<file path="config.mk">
export PLATFORM = sky130hd
export DESIGN_NAME = sint32_add_sequencer
export DESIGN_NICKNAME = d
export VERILOG_FILES = /design/src/rtl/sint32_add_sequencer.sv
export SDC_FILE = /design/constraint.sdc
export NUM_CORES = 1
export LEC_CHECK = 0
export CAP_MARGIN = 10
export CORE_ASPECT_RATIO = 1.4
export CORE_MARGIN = 2
export CORE_UTILIZATION = 45
export CTS_CLUSTER_SIZE = 40
export DETAILED_ROUTE_END_ITERATION = 16
export DONT_BUFFER_PORTS = 1
export GPL_TIMING_DRIVEN = 0
export PLACE_DENSITY = 0.67
export SETUP_SLACK_MARGIN = 0.02
export SYNTH_ARGS = -nofsm -noshare
export SYNTH_HDL_FRONTEND = slang
export SYNTH_SLANG_ARGS = --single-unit
</file>
<file path="constraint.sdc">
create_clock -name clk -period 6.3 [get_ports clk]
set_input_delay 1.575 -clock clk [delete_from_list [all_inputs] [get_ports clk]]
set_output_delay 1.575 -clock clk [all_outputs]
set_load 0.02 [all_outputs]
</file>
<file path="src/rtl/sint32_add_sequencer.sv">
// Two-pass signed add/subtract: one HALF_W-bit adder slice is reused for the
// low half and then the high half (with the registered carry), so a
// 2*HALF_W-bit operation costs four cycles (IDLE, LO, HI, DONE) instead of a
// full-width adder.
//
// Optional build macro: SINT_ADD_SATURATE_EN clamps an overflowing result to
// the most positive / most negative value instead of wrapping.
module sint32_add_sequencer #(
  parameter int unsigned HALF_W = 16
) (
  input  logic                clk,
  input  logic                rst,
  input  logic                in_valid,
  output logic                in_ready,
  input  logic [2*HALF_W-1:0] op_a,
  input  logic [2*HALF_W-1:0] op_b,
  input  logic                op_sub,
  output logic                out_valid,
  input  logic                out_ready,
  output logic [2*HALF_W-1:0] result,
  output logic                cout,
  output logic                ovf
);

  localparam int unsigned W = 2 * HALF_W;

  typedef enum logic [1:0] {
    StIdle,
    StLo,
    StHi,
    StDone
  } state_e;

  state_e state_q, state_d;

  // Operands as seen by the adder: B is pre-inverted for subtraction.
  logic [W-1:0]      a_q, a_d;
  logic [W-1:0]      b_q, b_d;
  logic              cin_q, cin_d;

  // Low-half partial result and carry into the high pass.
  logic [HALF_W-1:0] res_lo_q, res_lo_d;
  logic              c_lo_q, c_lo_d;

  // Architectural outputs; only written in HI, held otherwise.
  logic [W-1:0]      result_q, result_d;
  logic              cout_q, cout_d;
  logic              ovf_q, ovf_d;

  // Shared adder slice.
  logic [HALF_W-1:0] slice_a, slice_b;
  logic              slice_c;
  logic [HALF_W:0]   slice_sum;
  logic              ovf_calc;
  logic [W-1:0]      sat_val;

  // Operand mux for the shared slice: high halves plus carry in HI, low halves plus cin otherwise.
  always_comb begin
    slice_a = a_q[HALF_W-1:0];
    slice_b = b_q[HALF_W-1:0];
    slice_c = cin_q;
    if (state_q == StHi) begin
      slice_a = a_q[W-1:HALF_W];
      slice_b = b_q[W-1:HALF_W];
      slice_c = c_lo_q;
    end
    slice_sum = {1'b0, slice_a} + {1'b0, slice_b} + {{HALF_W{1'b0}}, slice_c};
    // Signed overflow: like-signed operands producing a result of the other sign.
    ovf_calc  = (a_q[W-1] == b_q[W-1]) & (slice_sum[HALF_W-1] != a_q[W-1]);
    sat_val   = a_q[W-1] ? {1'b1, {(W-1){1'b0}}} : {1'b0, {(W-1){1'b1}}};
  end

  // Next-state and datapath capture.
  always_comb begin
    state_d  = state_q;
    a_d      = a_q;
    b_d      = b_q;
    cin_d    = cin_q;
    res_lo_d = res_lo_q;
    c_lo_d   = c_lo_q;
    result_d = result_q;
    cout_d   = cout_q;
    ovf_d    = ovf_q;

    unique case (state_q)
      StIdle: begin
        if (in_valid) begin
          a_d     = op_a;
          b_d     = op_sub ? ~op_b : op_b;
          cin_d   = op_sub;
          state_d = StLo;
        end
      end
      StLo: begin
        res_lo_d = slice_sum[HALF_W-1:0];
        c_lo_d   = slice_sum[HALF_W];
        state_d  = StHi;
      end
      StHi: begin
        result_d = {slice_sum[HALF_W-1:0], res_lo_q};
        cout_d   = slice_sum[HALF_W];
        ovf_d    = ovf_calc;
`ifdef SINT_ADD_SATURATE_EN
        if (ovf_calc) begin
          result_d = sat_val;
        end
`endif
        state_d  = StDone;
      end
      StDone: begin
        if (out_ready) begin
          state_d = StIdle;
        end
      end
      default: state_d = StIdle;
    endcase
  end

  // State and datapath registers; synchronous reset aborts any operation in flight.
  always_ff @(posedge clk) begin
    if (rst) begin
      state_q  <= StIdle;
      a_q      <= '0;
      b_q      <= '0;
      cin_q    <= 1'b0;
      res_lo_q <= '0;
      c_lo_q   <= 1'b0;
      result_q <= '0;
      cout_q   <= 1'b0;
      ovf_q    <= 1'b0;
    end else begin
      state_q  <= state_d;
      a_q      <= a_d;
      b_q      <= b_d;
      cin_q    <= cin_d;
      res_lo_q <= res_lo_d;
      c_lo_q   <= c_lo_d;
      result_q <= result_d;
      cout_q   <= cout_d;
      ovf_q    <= ovf_d;
    end
  end

`ifndef SINT_ADD_SATURATE_EN
  // Saturation value is only consumed when clamping is built in.
  logic unused_sat;
  assign unused_sat = ^sat_val;
`endif

  // Handshakes decode straight from the state register.
  assign in_ready  = (state_q == StIdle);
  assign out_valid = (state_q == StDone);
  assign result    = result_q;
  assign cout      = cout_q;
  assign ovf       = ovf_q;

endmodule

</file>
# == Word level (Yosys, flattened, before mapping) ==
# Index checks and enable logic that the tools add are counted.
# W data, S select, Z words.
# op_classes
n_eq_ne,7
muxes,7
n_bitwise,2
addsub,2
n_reduce_logical,3
# ops
operator,count
$mux W16,2
$mux W32,1
$not A32 Y32,1
$add A16 B16 Y17,1
$add A17 B1 Y17,1
$pmux W2 S4,1
$eq A2 B2 Y1 const B,2
$mux W2,2
$reduce_and A2 Y1,2
$eq A2 B1 Y1 const B,1
$logic_not A2 Y1,1
$ne A2 B1 Y1 const B,1
$ne A2 B2 Y1 const B,1
$and A1 B1 Y1,1
$eq A1 B1 Y1,1
$mux W1,1
$ne A1 B1 Y1,1
# totals
reg_bits,118
in_bits,69

# == Depth between registers and ports, before layout ==
# depth
depth_word,6
depth_mapped,15
depth_no_buf,12

# == Worst setup path after synthesis ==
# OpenSTA, ideal clock, no wires.
# synth_timing
kind,reg-to-reg
startpoint,register state_q[0]
endpoint,register res_lo_q[14]
synth_period_minus_slack_ps,3676
arrival_ps,3583
slack_ps,2624
stages_incl_launch_ff,16
setup_ps,93
path_cell_list,dfxtp_1 inv_1 ha_1 clkbuf_1 clkbuf_1 clkbuf_1 mux2i_1 fa_1 inv_1 fa_1 a21o_1 a31oi_1 o22a_2 a211oi_2 or4_1 o311ai_2
# synth_between
elab_chain_len,4
word_cells_on_any_way,7
cone_classes,2 x add/sub; 2 x eq/ne; 3 x mux
# synth_lines
element,line_no,source
"start, declared",34,"state_e state_q, state_d;"
"start signal, assigned",122,state_q <= StIdle;
"start signal, assigned",132,state_q <= state_d;
$eq A2 B2 Y1,62,if (state_q == StHi) begin
$mux W16,62,
$add A16 B16 Y17,67,"slice_sum = {1'b0, slice_a} + {1'b0, slice_b} + {{HALF_W{1'b0}}, slice_c};"
$add A17 B1 Y17,67,
"end signal, assigned",136,res_lo_q <= res_lo_d;
"end, declared",42,"logic [HALF_W-1:0] res_lo_q, res_lo_d;"
# Several ways; a longest one is shown, not always the timed one.
# A chain may end at the register's enable or synchronous reset.

# == Worst setup path after layout ==
# Ends and elaborated chain as after synthesis.

==> results_dict.tcl <==
set metrics [dict create \
    syn-cell-area_um2 5810 \
    crit_required_ps 6620 \
    syn_nets 741 \
    drive_gt1_frac 0.122 \
    die_area_um2 13800 \
    htreeDepth 4 \
    ff2ff_setup_slack_ps 1680 \
    hold_path.class "reg2reg" \
    grt_pass1_vias 4774 \
    post_cts_buffers 0 \
    cts.sinks 118 \
    placementRows 49 \
    finalSetupTns_ps 0 \
    period_share 0.733 \
    slew_viol_final 0 \
    relSlewSlack 0.501 \
    synthDistinctLibCells 56 \
    synth_xor_area_frac 0.0588 \
    drt-total-wl_um 15100 \
    clockBufferDepth 2 \
    area_growth_pct 14.4 \
    holdWs_ps 452 \
    synth-simple-area-share 0.164 \
    synthFlopType "dfxtp_1" \
    drtPass1Iterations 7 \
    drt_iter0_markers 246 \
    dp_hpwl_um 11700 \
    holdBufCountCts 0 \
    synthTopCellsByArea "dfxtp_1 (41%), mux2i_1 (5.9%), mux2_2 (5.8%), xnor2_1 (5.7%), a211oi_1 (5.7%)" \
    cts_tree "done" \
    clk_latency_ps 410 \
    pre_cts_slack_ps 1670 \
    synth_fa_ha_area_frac 0.0478 \
    period_needed_ps 4620 \
    fin_nets 760 \
    numCtsBuffers 17 \
    crit_path_end_kind "flip-flop" \
    root_buffer "clkbuf_16" \
    crit_fanout 10 \
    io_pins 105 \
    worst_slack_ps 1680 \
    crit_arrival_ps 4940 \
    async_flop_share 0 \
    grt_pass1_wl_um 24100 \
    via_per_inst 5.66 \
    ys_ff_latch 118 \
    status "complete, no violations" \
    die_height_um 138 \
    gp_congestion 0.891 \
    postSynthAreaPerCell_um2 8.92 \
    grt-ovfl-total 0 \
    postRouteAntennaNets 0 \
    synth-seq-area-share 0.407 \
    synth_edf_count 0 \
    max-vdd-ir-drop_mv 0.217 \
    initial_core_util 0.455 \
    post_cts_resized 0 \
    cp-start-kind "flip-flop" \
    wl_per_cell_um 18.0 \
    clkTransAtPathRegs_ps 50 \
    synth_largest_area_cell "dfxtp_1" \
    grt_use_total 0.223 \
    antenna_found_initial 0 \
    worstSetupPathType "reg2reg" \
    port_buffers 0 \
    maxCapViolations 0 \
    core_region_area_um2 12800 \
    max_slew.worst_pin.slew_ps 749 \
    power_leakage_nw 2.45 \
    synth.area.mux_share 0.117 \
    grt_max_degree 17 \
    route.detailed.drc 0 \
    synth_top_family_by_area "compound AO/OA/AOI/OAI gates" \
    synthCells 651 \
    synth_warnings 0 \
    finalHoldViolations 0 \
    insertedDiodeCount 0 \
    die_w_um 100 \
    placed_area_um2 6000 \
    fmax_mhz 217 \
    fin_skew_ps 7.40 \
    setup_viol 0 \
    rsz0062_at_grt "false" \
    synth_compound_area_frac 0.169 \
    fin_area_um2 6640 \
    power_density_nw_per_um2 507 \
    synth_top_cell_area_share 0.407 \
    route.vias.total 4732 \
]
## per-layer routing
metal | part of all wire | wire length (µm) | vias to the layer above | GRT usage
li1 | - | - | 2307 | -
met1 | 0.39 | 5810 | 2228 | 0.238
met2 | 0.51 | 7700 | 148 | 0.390
met3 | 0.066 | 989 | 49 | 0.0677
met4 | 0.037 | 559 | 0 | 0.116
met5 | 0 | 0 | - | 0
## Yosys cell counts (4+ instances only)
cell type / instances
a211oi_1: 44
a21o_1: 7
a21oi_1: 54
buf_1: 8
buf_2: 4
clkbuf_1: 32
dfxtp_1: 118
ha_1: 19
inv_1: 8
mux2_2: 30
mux2i_1: 34
nand2_1: 85
nand2b_1: 6
nand3_1: 6
nor2_1: 86
nor2b_1: 4
nor3b_1: 8
o21ai_0: 7
xnor2_1: 38
## worst max-delay path: stages (launching register included)
cell,delay (ps)
dfxtp_1,330
inv_1,90
ha_1,140
clkbuf_1,390
clkbuf_1,480
clkbuf_1,560
mux2i_1,370
fa_1,240
inv_1,60
fa_1,400
a21o_1,220
a31oi_1,260
o22a_2,260
a211oi_2,100
or4_1,530
o311ai_2,80
## metrics by stage
| stage | power [W] | util | instances |
|---|---|---|---|
| after floorplan | 0.00201 | - | 651 |
| after global placement | 0.00229 | 0.470 | 804 |
| after detailed placement | 0.00233 | 0.470 | 804 |
| after CTS | 0.00338 | 0.521 | 836 |
| after global routing | 0.00356 | 0.521 | 836 |
| final | 0.00337 | 0.521 | 836 |
## final timing paths
| path | to | cells after the start | start |
|---|---|---|---|
| max | res_lo_q[14] | 15 | state_q[0] |
| max reg2reg | res_lo_q[14] | 15 | state_q[0] |
| min reg2reg | a_q[15] | 2 | a_q[15] |
| min | a_q[15] | 2 | a_q[15] |
## sequential cells by signal, summed over array words and instances (netlist names)
| name | cells |
|---|---|
| state_q | 2 |
| a_q | 32 |
| cout | 1 |
| ovf | 1 |
| c_lo_q | 1 |
| b_q | 32 |
| res_lo_q | 16 |
| result | 32 |
| cin_q | 1 |
## layout make-up
type | count | area, µm²
flip-flops and latches | 118 | 2360
plain buffers | 45 | 178
clock buffers | 22 | 474
well taps | 153 | 191
multi-input cells | 480 | 3240
inverters | 8 | 30.0
clock inverters | 10 | 168
fillers | 1184 | 6110
## cells by family after synthesis
family,after synthesis
simple gates,216
compound gates,140
flops,118
mux,64
buf+inv,53
xor+xnor,39
fa+ha+maj,21
## where the power goes
group | total [W] | leakage, nW | switching, W | internal, W
clock network | 0.00104 | 0.311 | 0.000345 | 0.000696
registers | 0.00110 | 0.966 | 0.000161 | 0.000937
logic | 0.00123 | 1.17 | 0.000746 | 0.000483
total | 0.00337 | 2.45 | 0.00125 | 0.00212
## placed cells by master, fill, tap and decap left out, drive strengths merged, types with 2 or more instances in the layout
cell / n
nand2b: 6
a21o: 7
xnor2: 38
mux2i: 34
clkinv: 3
bufinv: 4
and2: 2
o211ai: 4
ha: 19
or3: 3
o311ai: 3
or4: 3
nor3b: 8
nor2: 86
clkbuf: 54
o21ai: 8
a311oi: 4
a21oi: 56
a211oi: 46
buf: 13
nor3: 3
dfxtp: 118
fa: 2
mux2: 30
inv: 10
nand2: 86
nand4: 2
or3b: 3
nand3: 6
nor2b: 4
a2111oi: 2
Power figures use the tool's default switching activity.
